$ cat src/rtl/rdy_ack_pkt_tx_pkg.sv
// Shared definitions for the rdy/ack packet transmitter: FSM state encoding
// and the rdy/ack output-stage load condition.
package rdy_ack_pkt_tx_pkg;

  typedef enum logic [0:0] {
    ST_IDLE = 1'b0,
    ST_PAY  = 1'b1
  } tx_state_e;

  // An output stage may take a new word when it is empty or is being drained.
  function automatic logic load_f(input logic rdy, input logic ack);
    return (~rdy) | ack;
  endfunction

endpackage

$ cat src/rtl/rdy_ack_out_reg.sv
// Single-stage registered rdy/ack source: holds one word until accepted.
module rdy_ack_out_reg
  import rdy_ack_pkt_tx_pkg::*;
#(
  parameter int W = 10
) (
  input  logic         clk,
  input  logic         rst_n,
  input  logic         cap,
  input  logic [W-1:0] d,
  input  logic         ack,
  output logic         rdy,
  output logic [W-1:0] q,
  output logic         load
);

  logic         rdy_r;
  logic [W-1:0] q_r;

  assign load = load_f(rdy_r, ack);
  assign rdy  = rdy_r;
  assign q    = q_r;

  // Capture a new word when allowed, otherwise drop valid once it is accepted.
  always_ff @(posedge clk or negedge rst_n) begin
    if (!rst_n) begin
      rdy_r <= 1'b0;
      q_r   <= '0;
    end else if (load && cap) begin
      rdy_r <= 1'b1;
      q_r   <= d;
    end else if (ack) begin
      rdy_r <= 1'b0;
    end
  end

endmodule

$ cat src/rtl/rdy_ack_pkt_tx.sv
// Packet framer: emits a header word followed by cmd_len payload words on a
// rdy/ack stream, flagging the final word with o_last.
module rdy_ack_pkt_tx
  import rdy_ack_pkt_tx_pkg::*;
#(
  parameter int DW_M1 = 8,
  parameter int LW_M1 = 7
) (
  input  logic             clk,
  input  logic             rst_n,
  input  logic             cmd_rdy,
  output logic             cmd_ack,
  input  logic [DW_M1:0]   cmd_hdr,
  input  logic [LW_M1:0]   cmd_len,
  input  logic             p_rdy,
  output logic             p_ack,
  input  logic [DW_M1:0]   p_data,
  output logic             o_rdy,
  input  logic             o_ack,
  output logic [DW_M1:0]   o_data,
  output logic             o_last,
  output logic             busy
);

  localparam logic [LW_M1:0] LEN_ZERO = '0;
  localparam logic [LW_M1:0] LEN_ONE  = {{LW_M1{1'b0}}, 1'b1};

  tx_state_e         state_r, state_nx_s;
  logic [LW_M1:0]    rem_r, rem_nx_s;
  logic              cap_s;
  logic [DW_M1+1:0]  d_s;
  logic [DW_M1+1:0]  q_s;
  logic              load_s;

  assign cmd_ack = (state_r == ST_IDLE) && load_s;
  assign p_ack   = (state_r == ST_PAY) && load_s;
  assign o_data  = q_s[DW_M1:0];
  assign o_last  = q_s[DW_M1+1];
  assign busy    = (state_r != ST_IDLE) || o_rdy;

  // State and remaining-word counter.
  always_ff @(posedge clk or negedge rst_n) begin
    if (!rst_n) begin
      state_r <= ST_IDLE;
      rem_r   <= LEN_ZERO;
    end else begin
      state_r <= state_nx_s;
      rem_r   <= rem_nx_s;
    end
  end

  // Next-state, counter update and word selection for the output stage.
  always_comb begin
    state_nx_s = state_r;
    rem_nx_s   = rem_r;
    cap_s      = 1'b0;
    d_s        = '0;
    case (state_r)
      ST_IDLE: begin
        if (cmd_rdy && cmd_ack) begin
          cap_s      = 1'b1;
          d_s        = {(cmd_len == LEN_ZERO), cmd_hdr};
          rem_nx_s   = cmd_len;
          state_nx_s = (cmd_len != LEN_ZERO) ? ST_PAY : ST_IDLE;
        end else begin
          state_nx_s = ST_IDLE;
        end
      end
      ST_PAY: begin
        // Only reachable with rem_r >= 1, so the decrement cannot wrap.
        if (p_rdy && p_ack) begin
          cap_s      = 1'b1;
          d_s        = {(rem_r == LEN_ONE), p_data};
          rem_nx_s   = rem_r - LEN_ONE;
          state_nx_s = (rem_r == LEN_ONE) ? ST_IDLE : ST_PAY;
        end else begin
          state_nx_s = ST_PAY;
        end
      end
      default: begin
        state_nx_s = ST_IDLE;
        rem_nx_s   = LEN_ZERO;
      end
    endcase
  end

  rdy_ack_out_reg #(
    .W(DW_M1 + 2)
  ) u_out_reg (
    .clk  (clk),
    .rst_n(rst_n),
    .cap  (cap_s),
    .d    (d_s),
    .ack  (o_ack),
    .rdy  (o_rdy),
    .q    (q_s),
    .load (load_s)
  );

endmodule
$ cat config.mk
export PLATFORM = sky130hd
export DESIGN_NAME = rdy_ack_pkt_tx
export DESIGN_NICKNAME = d
export VERILOG_FILES = /design/src/rtl/rdy_ack_pkt_tx_pkg.sv /design/src/rtl/rdy_ack_out_reg.sv /design/src/rtl/rdy_ack_pkt_tx.sv
export SDC_FILE = /design/constraint.sdc
export NUM_CORES = 1
export LEC_CHECK = 0
export BUFFER_PORTS_ARGS = -buffer_cell sky130_fd_sc_hd__buf_2
export CAP_MARGIN = 5
export CORE_UTILIZATION = 24
export CTS_CLUSTER_DIAMETER = 120
export DETAILED_ROUTE_END_ITERATION = 8
export MAX_ROUTING_LAYER = met4
export RECOVER_POWER = 50
export SLEW_MARGIN = 15
export SYNTH_ARGS = -nofsm -noshare
export SYNTH_HDL_FRONTEND = slang
export SYNTH_SLANG_ARGS = --single-unit
$ cat constraint.sdc
create_clock -name clk -period 1.5 [get_ports clk]
set_input_delay 0.225 -clock clk [delete_from_list [all_inputs] [get_ports clk]]
set_output_delay 0.225 -clock clk [all_outputs]
set_load 0.1 [all_outputs]
Yosys cells after proc, flatten, opt, wreduce, memory -nomap -nowiden:

Index checks and enable logic that the tools add are counted.

* register bits after elaboration: 20
* output and inout bits: 14
* input port bits: 31
* word-level logic and storage cells: 37

* muxes and demuxes: 16
* $add $sub $neg: 1
* bitwise logic cells: 3
* equality and inequality tests: 3
* reductions and logical operators: 10

Operator list (number)
* 10-bit 2-to-1 mux: 2
* 10-bit case mux with 2 select lines: 1
* 8-bit 2-to-1 mux: 2
* 8-bit case mux with 2 select lines: 1
* 8-bit by 1-bit == test with 1-bit output, second input constant: 1
* 8-bit zero test: 1
* 1-bit 2-to-1 mux: 8
* 8-bit nonzero test: 1
* 8-bit by 1-bit subtractor with 8-bit output, second input constant: 1
* 1-bit logical AND: 5
* 2-bit by 1-bit != test with 1-bit output, second input constant: 2
* 1-bit case mux with 2 select lines: 2
* 1-bit inverter: 2
* 2-bit AND reduction: 1
* 2-bit nonzero test: 1
* 1-bit logical OR: 1
* 1-bit bitwise OR: 1

Depth between registers and ports, before layout:

Gate-level depths: netlist of run 1.

* depth in word-level cells: 8
* gate-level depth with buffers: 6
* depth with buffers taken out: 6

Hierarchy:

From an unflattened synthesis of run 1, not the netlist that was laid out.

* cells, all modules: 115
* area total of the unflattened synthesis: 1270.0 um^2

Modules (own cells, without submodules)
* rdy_ack_pkt_tx: instances 1, area an instance 804.5 um^2, cells each 91, seq. area each 225.2 um^2
* rdy_ack_out_reg: instances 1, area an instance 465.4 um^2, cells each 24, seq. area each 275.3 um^2

Worst setup path before layout of run 1:

No wires, ideal clock.

* kind: flip-flop to output port
* start point: reg u_out_reg.rdy_r (netlist: u_out_reg.rdy)
* end point: out cmd_ack
* required time: 1.275 ns
* arrival time: 2.364 ns
* stages on the path, launching flop included: 3
* path buffers: 0
* slack: -1.089 ns
* path through: dfrtp_1 and2b_4 nor2_1

* cells in the longest elaborated chain, start to end: 3

RTL lines
* start: declaration: line rdy_ack_out_reg.sv:17 `logic rdy_r;`
* start signal: assignment: line rdy_ack_out_reg.sv:27 `rdy_r <= 1'b0;`
* start signal: assignment: line rdy_ack_out_reg.sv:30 `rdy_r <= 1'b1;`
* start signal: assignment: line rdy_ack_out_reg.sv:33 `rdy_r <= 1'b0;`
* 1-bit inverter: line rdy_ack_pkt_tx_pkg.sv:12 `return (~rdy) | ack;`
* 1-bit bitwise OR: line rdy_ack_pkt_tx_pkg.sv:12
* 1-bit logical AND: line rdy_ack_pkt_tx.sv:35 `assign cmd_ack = (state_r == ST_IDLE) && load_s;`
* end: declaration: line rdy_ack_pkt_tx.sv:12 `output logic cmd_ack,`

Every way passes these cells.

Final worst setup path of run 1:

Ends and elaborated chain as after synthesis.

==> flow_summary.toml, run 1 <==
[run_status]
outcome = "complete, no violations"

[final_layout]
final_core_utilization = 0.3675
area_growth_syn_to_layout_pct = 46.84
num-nets-final = 198
antenna_cells_inserted = 0
final.fill_count = 433
multi_input_area_sq_um = 549.3
register_area_sq_um = 504.2
final-instance-count-excl-fill = 216
layout-drive-gt1-share = 0.4451

[placed_design]
dp_hpwl_um = 2070
gpl.final_weighted_congestion = 0.7597
dp_cells = 207
portBuffers = 44

[sta]
setup-tns-final_ns = 0
slew_violations = 0
setup_viol = 0
fmax_mhz = 683.7
timing.clock.skew_ns = 0.003458
worst-slew-pin-transition_ns = 0.4996
slew_headroom = 0.6669
fin_crit_ns = 1.463
final_number_of_hold_violating_endpoints = 0
final_min_period_over_clock_period = 0.9751
hold-worst-slack_ns = 0.1936
grt_setup_unrepaired = "true"

[worst_setup_path]
setup.worst_path.start_class = "register"
r2r_cells = 5
critical_path.max_fanout = 6
worst-endpoint-arrival_ns = 1.24
regToRegSetupSlack_ns = 0.09
setup.worst_path.end_class = "output pin"
worst_ep_required_time_ns = 1.27
rr_endpoint = "u_out_reg.q[0]"
regToRegStartpoint = "state_r"
critPathKind = "reg2out"

[power_and_ir_drop]
powerDensity_nw_per_um2 = 2652
vdd_ir_drop_max_uv = 1575
tot_pwr_w = 0.004243
power.static_leakage_nw = 0.8108

[die]
initial_core_util = 0.2503
floorplan.die.width_um = 69.39
chipHeight_um = 69.39
coreArea_sq_um = 4354
floorplan.die_area_sq_um = 4814
design.portCount = 45
floorplan.rows = 24

[global_routing]
grt_pass1_wl_um = 4657
grt_max_degree = 21
vias_in_the_first_global_route = 1006
initial_antenna_violation_count = 0
grt_overflow_total = 0
track_usage = 0.1248

[logic_synthesis]
postSynthAreaPerCell_sq_um = 10.09
synth_cells = 108
synthesis.yosys.warnings = 0
mappedNetlistArea_sq_um = 1090
synth_seq_area_share = 0.4592
synth_nets = 141
synth-async-reset-ratio = 1.000
synth_top_flop_cell = "sky130_fd_sc_hd__dfrtp_1"
synth.ff_latch_count = 20
yosysUniqueCellTypes = 36
synth-edff-count = 0

[route]
routed-via-count = 1048
route.antenna.remaining_nets = 0
iter_0_drt_violations = 50
vias_per_cell = 4.852
detail_route.wirelength_um = 2897
drc = 0
wl_per_cell_um = 13.41
detail_route.first_pass.iterations = 6

[clock_network]
clock_sinks = 20
cts_tree = "done"
tritoncts.num_buffers = 3
insertion_delay_ns = 0.26
buffer_type_at_the_clock_tree_root = "sky130_fd_sc_hd__clkbuf_8"
cts-root-to-sink-buffers = 2
clock_input_transition_at_the_sequential_cells_of_the_worst_setup_and_hold_paths_ns = 0.08
clock_tree.htree_level_count = 1

[worst_hold_path]
worstHoldEndpoint = "u_out_reg.q[1]"
hold_path_startpoint = "p_data[1]"
hold_path_class = "in2reg"
timing.hold.worst_path_depth = 3

[job]
max_cap_violations = 0
-- cells in the mapped netlist (all sizes together), types with 3 or more instances --
master | count | area [sq um]
dfrtp | 20 | 500.5
inv | 13 | 48.80
a222oi | 9 | 90.09
nand2 | 9 | 41.29
o21ai | 6 | 30.02
a21oi | 5 | 28.78
nor2 | 5 | 21.27
nand2b | 4 | 25.02
o22ai | 4 | 25.02
buf | 3 | 30.03
nor4 | 3 | 33.78
-- state kept, by name (all words and copies together), names as in the netlist --
signal / count
state_r: 1
u_out_reg.rdy: 1
u_out_reg.q: 10
rem_r: 8
-- cells by family after synthesis --
logic type,Yosys count,synth area share
and+or+nand+nor,35,0.1952
buffers and inverters,17,0.07578
AOI/OAI and AO/OA,32,0.2285
DFF,20,0.4592
adders and majority gates,2,0.02296
muxes,2,0.01837
-- worst max-delay path, cell delays in order (launching register included) --
cell	delay, ns
sky130_fd_sc_hd__dfrtp_4	0.48
sky130_fd_sc_hd__and2b_4	0.21
sky130_fd_sc_hd__nor2_4	0.11
sky130_fd_sc_hd__buf_12	0.18
-- cells in the final DEF, fill, tap and decap left out, drive strengths merged, types with 3 or more instances in the layout --
cell type,count
nor4,3
clkbuf,4
a21oi,5
a222oi,9
o21ai,6
o22ai,4
buf,53
nand2b,4
nand2,9
inv,13
dfrtp,20
nor2,5
-- metal layers --
metal	vias to the layer above	share of wire	track usage
met5	-	0	-
met4	0	0.0045	0.03401
met3	2	0.034	0.01599
met2	29	0.50	0.2136
met1	503	0.46	0.1548
li1	514	-	-
-- power by group --
| group | total, W | internal [W] | switching (W) |
|---|---|---|---|
| Clock | 0.000535 | 0.000356 | 0.000179 |
| Combinational | 0.00272 | 0.000834 | 0.00189 |
| Sequential | 0.000988 | 0.000784 | 0.000205 |
-- layout make-up --
class                      instances  share of cell area
clock buffer                       3             0.02580
clock inverter                     1             0.01876
inverter                          13             0.03049
multi-input combinational         72              0.3432
sequential                        20              0.3151
tap                               52             0.04066
timing repair buffer              55              0.2260
-- worst max path at each step --
stage                             start              to  slack, ns  cells after the start
after floorplan           u_out_reg.rdy  u_out_reg.q[2]      -0.07                      5
after global placement         rem_r[1]        rem_r[4]       0.10                      6
after detailed placement       rem_r[1]        rem_r[6]       0.07                      6
after CTS                       state_r  u_out_reg.q[0]      0.009                      5
after global routing            state_r  u_out_reg.q[0]      -0.03                      5
final                     u_out_reg.rdy         cmd_ack       0.04                      3
-- metrics by stage --
step / setup WS [ns] / area [sq um]
after detailed placement: 0.06830 / 1453
after global placement: 0.1042 / 1453
after floorplan: -0.07028 / 1104
after global routing: -0.02515 / 1600
final: 0.03736 / 1600
after CTS: 0.009115 / 1569
-- repair_timing --
item / CTS / global route
cloned: 0 / 1
endpoints found under the hold margin: 20 / 0
setup buffers: 3 / 0
resized for setup: 4 / 5
hold buffers: 1 / 0
setup endpoints to repair: 2 / 12
pin swaps: 0 / 2
No activity file was read; power rests on OpenSTA's default activity.
==> inputs of run 2 (changes only) <==
- RECOVER_POWER: 50 -> unset
==> run 2 against run 1 <==
  * Clock power hardly changed
  * Sequential share of layout area unchanged
  * Register-to-register slack is essentially flat
  * Critical path type unchanged
  * Largest power group unchanged
==> flow_summary.toml, run 2 (same netlist as run 1, synthesis figures left out) <==
[run_status]
outcome = "complete, no violations"

[worst_setup_path]
worst-endpoint-arrival_ns = 1.24
critical_path.max_fanout = 6
setup.worst_path.end_class = "output pin"
setup.worst_path.start_class = "register"
slowest_stage = "sky130_fd_sc_hd__dfrtp_4"
critPathKind = "reg2out"
cp_cell_sequence = "and2b_4 > nor2_4 > buf_12"
max_stage_delay_ns = 0.48
worst_ep_required_time_ns = 1.27

[sta]
final_number_of_hold_violating_endpoints = 0
final_min_period_over_clock_period = 0.9750
worst-slew-pin-transition_ns = 0.4867
setup_viol = 0
slew_headroom = 0.6778
timing.clock.skew_ns = 0.003413
grt_setup_unrepaired = "true"
fin_crit_ns = 1.463
hold-worst-slack_ns = 0.1932
fmax_mhz = 683.8
slew_violations = 0

[final_layout]
antenna_cells_inserted = 0
layout_commonest_cell = "sky130_fd_sc_hd__buf_2"
num-nets-final = 198
area_growth_syn_to_layout_pct = 46.84
post_route_design_area_sq_um = 1600
commonest_cells_after_routing_fill_and_taps_aside = "sky130_fd_sc_hd__buf_2, sky130_fd_sc_hd__dfrtp_1, sky130_fd_sc_hd__inv_1, sky130_fd_sc_hd__a222oi_1"
final-instance-count-excl-fill = 216
number_of_flip_flops_under_the_largest_register_name = 10
layout-drive-gt1-share = 0.4451

[placed_design]
gpl.final_weighted_congestion = 0.7597
dp_hpwl_um = 2070
portBuffers = 44
dp_cells = 207
placedInstanceArea_sq_um = 1453

[power_and_ir_drop]
powerDensity_nw_per_um2 = 2652
vdd_ir_drop_max_uv = 1575
power.static_leakage_nw = 0.8106

[global_routing]
grt_pass1_wl_um = 4657
global_route.usage.met3 = 0.01599
grtUsageMet1 = 0.1548
initial_antenna_violation_count = 0
track_usage = 0.1248
grt.busiest_layer = "met2"
grt_max_degree = 21
vias_in_the_first_global_route = 1006
grt_overflow_total = 0
grt_use_met2 = 0.2136

[route]
routed-via-count = 1054
vias_per_cell = 4.880
iter_0_drt_violations = 50
detail_route.first_pass.iterations = 7
wl_per_cell_um = 13.46
route.antenna.remaining_nets = 0
drc = 0
detail_route.wirelength_um = 2908

[clock_network]
clock_tree.htree_level_count = 1
tritoncts.num_buffers = 3
cts_tree = "done"
clock_input_transition_at_the_sequential_cells_of_the_worst_setup_and_hold_paths_ns = 0.08
buffer_type_at_the_clock_tree_root = "sky130_fd_sc_hd__clkbuf_8"
cts-root-to-sink-buffers = 2
clock_sinks = 20
insertion_delay_ns = 0.26

[die]
floorplan.die_area_sq_um = 4814
coreArea_sq_um = 4354
floorplan.die.width_um = 69.39
chipHeight_um = 69.39
design.portCount = 45
initial_core_util = 0.2503
floorplan.rows = 24

[worst_hold_path]
hold_path_class = "in2reg"

[job]
max_cap_violations = 0
## run 2: cell count changes in the layout (fill, tap and decap cells not counted)
cell,previous run,this run
sky130_fd_sc_hd__clkbuf_2,1,0
sky130_fd_sc_hd__buf_2,40,41
## run 2: area by class of cell
class	instances	area [sq um]
Inverter	13	48.80
Fill cell	433	2754
Sequential cell	20	504.2
Timing Repair Buffer	55	361.6
Multi-Input combinational cell	72	549.3
Clock inverter	1	30.03
Tap cell	52	65.06
Clock buffer	3	41.29
## run 2: final timing paths
path / slack, ns / startpoint / cells past startpoint / endpoint
worst max-delay path: 0.04 / u_out_reg.rdy / 3 / cmd_ack
worst min-delay path: 0.19 / p_data[1] / 3 / u_out_reg.q[1]
worst max register to register: 0.08 / state_r / 5 / u_out_reg.q[0]
worst min register to register: 0.49 / u_out_reg.q[2] / 2 / u_out_reg.q[2]
max in group asynchronous: 0.70 / rst_n / 2 / u_out_reg.rdy
min in group asynchronous: 0.45 / rst_n / 2 / u_out_reg.q[1]
## run 2: metrics by stage
stage | setup slack, ns | power [W] | utilization | TNS, ns
6_report | 0.03749 | 0.004244 | 0.3675 | 0
5_1_grt | -0.02515 | 0.004462 | 0.3675 | -0.03264
4_1_cts | 0.009115 | 0.004195 | 0.3603 | 0
3_5_place_dp | 0.06830 | 0.003568 | 0.3336 | 0
3_3_place_gp | 0.1042 | 0.003552 | 0.3336 | 0
2_1_floorplan | -0.07028 | 0.002992 | - | -0.6509
## run 2: critical path: cells and delay by family, from the launching register on
kind	cells	cell delay (ns)
DFF	1	0.48
and+or+nand+nor	2	0.32
buffers and inverters	1	0.18
## run 2: timing repair
action / in CTS / in global routing
hold buffers: 1 / 0
hold endpoints to repair: 20 / 0
buffers inserted: 3 / 0
gates resized for setup: 4 / 5
cloned: 0 / 1
pin swaps: 0 / 2
endpoints found under the setup margin: 2 / 12
## run 2: per-layer routing
layer	wire, um	up-vias
met1	1336	505
met4	13	0
met5	0	-
met3	104	2
met2	1454	33
li1	-	514
## run 2: power by group
| part | switching, W | internal (W) | leakage [nW] |
|---|---|---|---|
| combinational | 0.00189 | 0.000834 | 0.531 |
| clock | 0.000179 | 0.000356 | 0.0357 |
| sequential | 0.000204 | 0.000784 | 0.244 |
| total | 0.00227 | 0.00197 | 0.811 |
